<file path="src/rtl/uart_tx_if.sv">
// Byte-stream valid/ready handshake between an upstream producer and uart_tx.
interface uart_tx_if;
  logic [7:0] tx_data;
  logic       tx_valid;
  logic       tx_ready;

  modport master (output tx_data, output tx_valid, input  tx_ready);
  modport slave  (input  tx_data, input  tx_valid, output tx_ready);
endinterface

</file>
<file path="src/rtl/uart_tx.sv">
// UART transmitter: start bit, 8 data bits LSB-first, optional parity, 1 or 2 stop bits.
// Parity is compiled in with `define UART_TX_PARITY_EN.
module uart_tx #(
  parameter int unsigned CLK_FREQ   = 50_000_000,
  parameter int unsigned BAUD_RATE  = 115_200,
  parameter int unsigned STOP_BITS  = 1,
  parameter int unsigned PARITY_ODD = 0
) (
  input  logic     clk_i,
  input  logic     rst_i,
  uart_tx_if.slave tx_if,
  output logic     tx_o,
  output logic     busy_o
);

  localparam int unsigned CLKS_PER_BIT = CLK_FREQ / BAUD_RATE;
  localparam int unsigned CNT_W        = (CLKS_PER_BIT >= 2) ? $clog2(CLKS_PER_BIT) : 1;
  localparam logic [CNT_W-1:0] CNT_LAST = CNT_W'(CLKS_PER_BIT - 1);
  localparam logic STOP_LAST = (STOP_BITS == 2);

  if (CLKS_PER_BIT < 2) begin : g_chk_cpb
    $error("uart_tx: CLK_FREQ / BAUD_RATE must be at least 2");
  end
  if (STOP_BITS != 1 && STOP_BITS != 2) begin : g_chk_stop
    $error("uart_tx: STOP_BITS must be 1 or 2");
  end
  if (PARITY_ODD > 1) begin : g_chk_par
    $error("uart_tx: PARITY_ODD must be 0 or 1");
  end

  typedef enum logic [2:0] {
    S_IDLE,
    S_START,
    S_DATA,
`ifdef UART_TX_PARITY_EN
    S_PARITY,
`endif
    S_STOP
  } state_t;

  state_t           state_q, state_d;
  logic [CNT_W-1:0] cnt_q, cnt_d;
  logic [2:0]       idx_q, idx_d;
  logic [7:0]       sh_q, sh_d;
  logic             stop_q, stop_d;
  logic             tx_q, tx_d;
  logic             busy_q, busy_d;
  logic             bit_end;
`ifdef UART_TX_PARITY_EN
  logic             par_q, par_d;
`endif

  assign tx_if.tx_ready = (state_q == S_IDLE) && !rst_i;
  assign tx_o           = tx_q;
  assign busy_o         = busy_q;
  assign bit_end        = (cnt_q == CNT_LAST);

  // State and datapath registers
  always_ff @(posedge clk_i or posedge rst_i) begin
    if (rst_i) begin
      state_q <= S_IDLE;
      cnt_q   <= '0;
      idx_q   <= '0;
      sh_q    <= '0;
      stop_q  <= 1'b0;
      tx_q    <= 1'b1;
      busy_q  <= 1'b0;
`ifdef UART_TX_PARITY_EN
      par_q   <= 1'b0;
`endif
    end else begin
      state_q <= state_d;
      cnt_q   <= cnt_d;
      idx_q   <= idx_d;
      sh_q    <= sh_d;
      stop_q  <= stop_d;
      tx_q    <= tx_d;
      busy_q  <= busy_d;
`ifdef UART_TX_PARITY_EN
      par_q   <= par_d;
`endif
    end
  end

  // Next-state logic; the line value is decoded from the next state so tx_o is a flop
  always_comb begin
    state_d = state_q;
    cnt_d   = cnt_q + CNT_W'(1);
    idx_d   = idx_q;
    sh_d    = sh_q;
    stop_d  = stop_q;
`ifdef UART_TX_PARITY_EN
    par_d   = par_q;
`endif

    case (state_q)
      S_IDLE: begin
        cnt_d = '0;
        if (tx_if.tx_valid && tx_if.tx_ready) begin
          state_d = S_START;
          sh_d    = tx_if.tx_data;
          idx_d   = 3'd0;
`ifdef UART_TX_PARITY_EN
          par_d   = (^tx_if.tx_data) ^ 1'(PARITY_ODD);
`endif
        end
      end
      S_START: begin
        if (bit_end) begin
          state_d = S_DATA;
          cnt_d   = '0;
          idx_d   = 3'd0;
        end
      end
      S_DATA: begin
        if (bit_end) begin
          cnt_d = '0;
          if (idx_q == 3'd7) begin
`ifdef UART_TX_PARITY_EN
            state_d = S_PARITY;
`else
            state_d = S_STOP;
`endif
            stop_d  = 1'b0;
          end else begin
            idx_d = idx_q + 3'd1;
            sh_d  = {1'b0, sh_q[7:1]};
          end
        end
      end
`ifdef UART_TX_PARITY_EN
      S_PARITY: begin
        if (bit_end) begin
          state_d = S_STOP;
          cnt_d   = '0;
          stop_d  = 1'b0;
        end
      end
`endif
      S_STOP: begin
        if (bit_end) begin
          cnt_d = '0;
          if (stop_q == STOP_LAST) begin
            state_d = S_IDLE;
          end else begin
            stop_d = 1'b1;
          end
        end
      end
      default: begin
        state_d = S_IDLE;
        cnt_d   = '0;
      end
    endcase

    case (state_d)
      S_START:  tx_d = 1'b0;
      S_DATA:   tx_d = sh_d[0];
`ifdef UART_TX_PARITY_EN
      S_PARITY: tx_d = par_d;
`endif
      default:  tx_d = 1'b1;
    endcase
    busy_d = (state_d != S_IDLE);
  end

endmodule

</file>
<file path="src/flat_wrapper.sv">
// flat-port wrapper written by rule: the top's interface ports become plain ports
module uart_tx_flat 
#(
  parameter int unsigned CLK_FREQ   = 50_000_000,
  parameter int unsigned BAUD_RATE  = 115_200,
  parameter int unsigned STOP_BITS  = 1,
  parameter int unsigned PARITY_ODD = 0
)
  (clk_i, rst_i, tx_o, busy_o, tx_if_tx_data, tx_if_tx_valid, tx_if_tx_ready);
  uart_tx_if tx_if_i ();
  input  logic clk_i;
  input  logic rst_i;
  output logic tx_o;
  output logic busy_o;
  input wire logic [$bits(tx_if_i.tx_data)-1:0] tx_if_tx_data;
  input wire logic [$bits(tx_if_i.tx_valid)-1:0] tx_if_tx_valid;
  output wire logic [$bits(tx_if_i.tx_ready)-1:0] tx_if_tx_ready;
  assign tx_if_i.tx_data = tx_if_tx_data;
  assign tx_if_i.tx_valid = tx_if_tx_valid;
  assign tx_if_tx_ready = tx_if_i.tx_ready;
  uart_tx #(.CLK_FREQ(CLK_FREQ), .BAUD_RATE(BAUD_RATE), .STOP_BITS(STOP_BITS), .PARITY_ODD(PARITY_ODD)) u_core (.clk_i(clk_i), .rst_i(rst_i), .tx_if(tx_if_i), .tx_o(tx_o), .busy_o(busy_o));
endmodule
</file>
<file path="config.mk">
export PLATFORM = sky130hd
export DESIGN_NAME = uart_tx_flat
export DESIGN_NICKNAME = d
export VERILOG_FILES = /design/src/rtl/uart_tx_if.sv /design/src/rtl/uart_tx.sv /design/src/flat_wrapper.sv
export SDC_FILE = /design/constraint.sdc
export NUM_CORES = 1
export LEC_CHECK = 0
export CORE_AREA = 5 5 54 56
export DETAILED_ROUTE_END_ITERATION = 7
export DIE_AREA = 0 0 59 61
export PLACE_DENSITY = 0.74
export SYNTH_ARGS = -nofsm -noshare
export SYNTH_HDL_FRONTEND = slang
export SYNTH_SLANG_ARGS = --single-unit
export TNS_END_PERCENT = 1
</file>
<file path="constraint.sdc">
create_clock -name clk_i -period 2.1 [get_ports clk_i]
set_input_delay 0.21 -clock clk_i [delete_from_list [all_inputs] [get_ports clk_i]]
set_output_delay 0.21 -clock clk_i [all_outputs]
set_load 0.01 [all_outputs]
</file>
-- Word-level counts from Yosys, hierarchy flattened
Cells that the tools add are included.
Widths: inputs -> output; s select.
- register bits after elaboration: 26
- mux-type cells: 24
- reduce and logical (&&, ||, !) cells: 12
- $add $sub $neg: 2
- equality and inequality tests: 13
- operators by type and width (kind ; number):
    $mux 3 ; 10
    $mux 8 ; 3
    $mux 9 ; 2
    $pmux 8 s2 ; 1
    $pmux 3 s4 ; 1
    $add 9x1->9 const B ; 1
    $eq 3x2->1 const B ; 3
    $eq 9x9->1 const B ; 1
    $pmux 3 s3 ; 1
    $ne 2x1->1 const B ; 4
    $reduce_and 4->1 ; 2
    $eq 3x1->1 const B ; 2
    $reduce_bool 3->1 ; 2
    $reduce_and 5->1 ; 1
    $mux 1 ; 4
    $ne 2x2->1 const B ; 2
    $pmux 1 s2 ; 2
    $reduce_bool 2->1 ; 2
    $add 3x1->3 const B ; 1
    $eq 3x3->1 const B ; 1
    $logic_not 3->1 ; 1
    $reduce_or 3->1 ; 1
    $logic_and 1x1->1 ; 2
    $logic_not 1->1 ; 1

-- Longest topological paths before layout
- depth after elaboration: 7
- gate-level depth with buffers: 7
- gate-level depth less buffers: 6

-- Worst setup path after synthesis
No wires, ideal clock.
- path kind: register to register
- from: reg u_core.state_q[2]
- to: reg u_core.idx_q[0]
- data arrival time: 1.842 ns
- setup time: 0.125 ns
- clock period less this slack: 1.967 ns
- cell stages (with the launch flop): 7
- data required time: 1.975 ns
- path buffers: 2
- path slack: 0.133 ns
- cell sequence: dfrtp_1 clkbuf_1 nor4_1 and2_1 buf_2 a21oi_1 mux2_2
- cells in the longest elaborated chain, start to end: 5
- elaborated cells on any way between the ends: 12
- ends and longest elaborated chain (what ; RTL line ; source):
    start: declaration ; uart_tx.sv:41 ; state_t state_q, state_d;
    start signal: assignment ; uart_tx.sv:72 ; state_q <= state_d;
    $logic_not 3->1 ; uart_tx.sv:53 ; assign tx_if.tx_ready = (state_q == S_IDLE) && !rst_i;
    $logic_and 1x1->1 ; uart_tx.sv:53 ;
    via tx_if_tx_ready ; flat_wrapper.sv:17 ; output wire logic [$bits(tx_if_i.tx_ready)-1:0] tx_if_tx_ready;
    $logic_and 1x1->1 ; uart_tx.sv:99 ; if (tx_if.tx_valid && tx_if.tx_ready) begin
    $ne 2x2->1 (no source line) ; n/a ;
    $reduce_and 5->1 (no source line) ; n/a ;
    end signal: assignment ; uart_tx.sv:74 ; idx_q <= idx_d;
    end: declaration ; uart_tx.sv:43 ; logic [2:0] idx_q, idx_d;
The timed path passes the listed nets, and every way through them passes these cells.
A chain may end at the register's enable or synchronous reset.

-- Worst setup path after layout
- from: reg u_core.state_q[0]
- to: out tx_if_tx_ready
- cells in the longest elaborated chain, start to end: 2
- ends and longest elaborated chain (what ; RTL line):
    $logic_not 3->1 ; uart_tx.sv:53
    $logic_and 1x1->1 ; uart_tx.sv:53
    end: declaration ; flat_wrapper.sv:17
Every way passes these cells.

==> reports/results.txt <==
period utilization -> 95.5%
ANT cells -> 0
Clk pin slew, worst setup/hold paths -> 140 ps
Pre-Repair DR Iteration Count -> 4
CTS HTree Levels -> 1
Hold Fails Final Rpt -> 0
vias in the first global route -> 902
Mean Syn Cell Area -> 10.2 um^2
routed vias -> 903
final setup fails -> 0
clock share of power -> 25.0%
Synth top area share -> 49.1%
Remaining DRCs -> 0
number of synthesized flops with an enable pin -> 0
Port Buffer Count -> 13
Cell Chain, Critical Path -> nor4_4 -> clkdlybuf4s50_1
Worst EP arrival -> 1800 ps
logic gate share of total power -> 11.8%
number of DRC markers in iteration 0 -> 23
Clock Latency Late Sink -> 320 ps
area of the mapped netlist -> 1220 um^2
Layout Skew -> 8.12 ps
slowest cell on the critical path -> clkdlybuf4s50_1
Nets -> 153
num rows -> 18
remaining antenna violation count after routing -> 0
warnings from Yosys -> 0
maxcap violations -> 0
filler cell count -> 213
Syn Nets -> 135
Netlist cell types -> 35
Int Pwr -> 0.646 mW
Area Overhead vs Synth -> 20.3%
area of the multi-input gates -> 553 um^2
num ports -> 14
layout cell share with drive strength beyond 1 -> 14.6%
total global routing overflow -> 0
CP max stage delay -> 590 ps
gpl congestion -> 0.813
Cell Pwr Density -> 591 nW/um^2
Worst Path Required -> 1890 ps
reg2reg path depth -> 6
Die Wd -> 59 um
first-pass GRT wire length -> 3930 um
CP bufs+invs -> 1
leakage power total -> 0.615 nW
Net Sw Power -> 0.223 mW
Hold Path Class -> in -> async
CP Capture Type -> output pin
total routed wirelength -> 2290 um
drt wl/cell -> 13.7 um
core area -> 2390 um^2
Post-DP HPWL -> 1690 um
Initial Util -> 51.2%
Slew Viols, Final -> 0
crit path kind -> reg -> out
status -> completed
clk sinks -> 25
post-synth top area cell -> dfrtp_1
worst vdd ir -> 0.515 mV
number of synthesized register bits -> 25
chip height -> 61 um
maximum number of pins on one net before global-route repair -> 26
final setup TNS -> 0 ps
Max Root-Sink Buffers -> 2
Async SR Flop Fraction -> 100%
sequential share of the synthesized area -> 51.3%
Max Clk Rate -> 499 MHz
CP startpoint kind -> register
die area -> 3600 um^2
cts bufs inserted -> 3
cells after synthesis -> 120
WP depth -> 2
top cells by area, synth -> dfrtp_1, nor2_1, xnor2_1, ha_1, o21ai_0
sequential share of power -> 63.2%
initial antenna violation count -> 0
switch share -> 25.7%
CTS root buf -> clkbuf_4
top_reg_cell synth -> dfrtp_1
register area -> 629 um^2
min Tclk post-route -> 2010 ps
CTS tree -> done
total power -> 0.869 mW
post-DR vias/cell -> 5.41
Crit path max-delay family -> buffers and inverters
GRT Total Usage -> 14.3%
worst-path maximum fanout -> 7
-- worst register-to-register path: stages, from the launching register on --
cell	delay [ps]
dfrtp_1	410
ha_1	200
ha_1	220
or3b_4	420
nor4_4	280
mux2i_1	280
a31oi_1	120
-- power by group through the flow --
stage          registers [mW]  logic, mW  clock network [mW]
3_5_place_dp            0.555      0.102                   0
6_report                0.549      0.103               0.217
5_1_grt                 0.555      0.119               0.253
2_1_floorplan           0.548     0.0585                   0
4_1_cts                 0.547      0.103               0.226
3_3_place_gp            0.554     0.0996                   0
-- sequential cells by signal, summed over array words and instances (netlist names) --
signal	cells
u_core.busy_o	1
u_core.state_q	3
u_core.tx_o	1
u_core.cnt_q	9
u_core.idx_q	3
u_core.sh_q	8
-- layout by cell type (no fill, tap or decap), types with 2 or more instances in the layout --
master           count
dfrtp_1             22
nor2_1              14
clkdlybuf4s50_1     13
inv_1               11
o21ai_0              9
a22oi_1              6
nand2_1              6
xnor2_1              6
buf_4                5
ha_1                 4
nor4_4               3
nand3_1              3
clkbuf_4             3
nand4_1              2
nor3_1               2
a21oi_1              2
a22o_1               2
o31ai_1              2
and3_1               2
mux2i_1              2
dfrtp_2              2
-- metrics by stage --
stage	setup slack (ps)	cell area, um^2	instances	utilization (%)	hold WS, ps
2_1_floorplan	133	1220	120	-	245
3_3_place_gp	127	1400	162	58.6	487
3_5_place_dp	97.5	1400	162	58.6	497
4_1_cts	50.0	1440	166	60.2	324
5_1_grt	-17.3	1470	167	61.6	383
6_report	94.5	1470	167	61.6	367
-- worst paths after layout --
| kind | startpoint | to | slack [ps] |
|---|---|---|---|
| worst max-delay path | u_core.state_q[0]$_DFF_PP0_ | tx_if_tx_ready | 90 |
| worst min-delay path | rst_i | u_core.state_q[1]$_DFF_PP0_ | 370 |
| worst max register to register | u_core.idx_q[0]$_DFFE_PP0P_ | u_core.tx_o$_DFF_PP1_ | 110 |
| worst min register to register | u_core.cnt_q[0]$_DFF_PP0_ | u_core.cnt_q[0]$_DFF_PP0_ | 520 |
| max in group asynchronous | rst_i | u_core.tx_o$_DFF_PP1_ | 1450 |
| min in group clk_i | tx_if_tx_data[7] | u_core.sh_q[7]$_DFFE_PP0P_ | 430 |
-- cell usage after synthesis (all sizes together) (3+ instances only) --
cell   count
nand2      6
nor2      14
o21ai      9
a22oi      6
inv       11
dfrtp     24
buf        4
nand3      3
xnor2      6
a21oi      3
nor4       3
ha         4
-- cell families (layout without fill, tap and decap cells) --
group	count (synthesis)	in the layout	synth area share, %
simple gates	37	37	17.0
compound gates	26	26	14.1
flops	25	25	51.3
buf+inv	17	34	5.63
xor+xnor	7	7	5.02
fa+ha+maj	4	4	4.09
mux	3	3	2.56
other cells	1	1	0.307
-- layout make-up --
class,instances,area share [%]
multi-input combinational,78,37.6
inverter,11,2.81
tap,30,2.55
clock buffer,3,1.53
sequential,25,42.8
clock inverter,1,0.511
timing repair buffer,19,12.2
-- layer usage --
layer | track usage [%] | wire [um] | up-vias
met3 | 2.55 | 73 | 0
met1 | 19.1 | 1050 | 443
met5 | 0 | 0 | -
li1 | - | - | 450
met4 | 3.88 | 0 | 0
met2 | 24.1 | 1170 | 10
-- timing repair --
action / CTS / global route
endpoints found under the setup margin: 1 / 13
setup buffers: 0 / 1
endpoints found under the hold margin: 0 / 0
resized for setup: 1 / 6
pin swaps: 0 / 1
hold buffers: 0 / 0
Power figures use the tool's default switching activity.
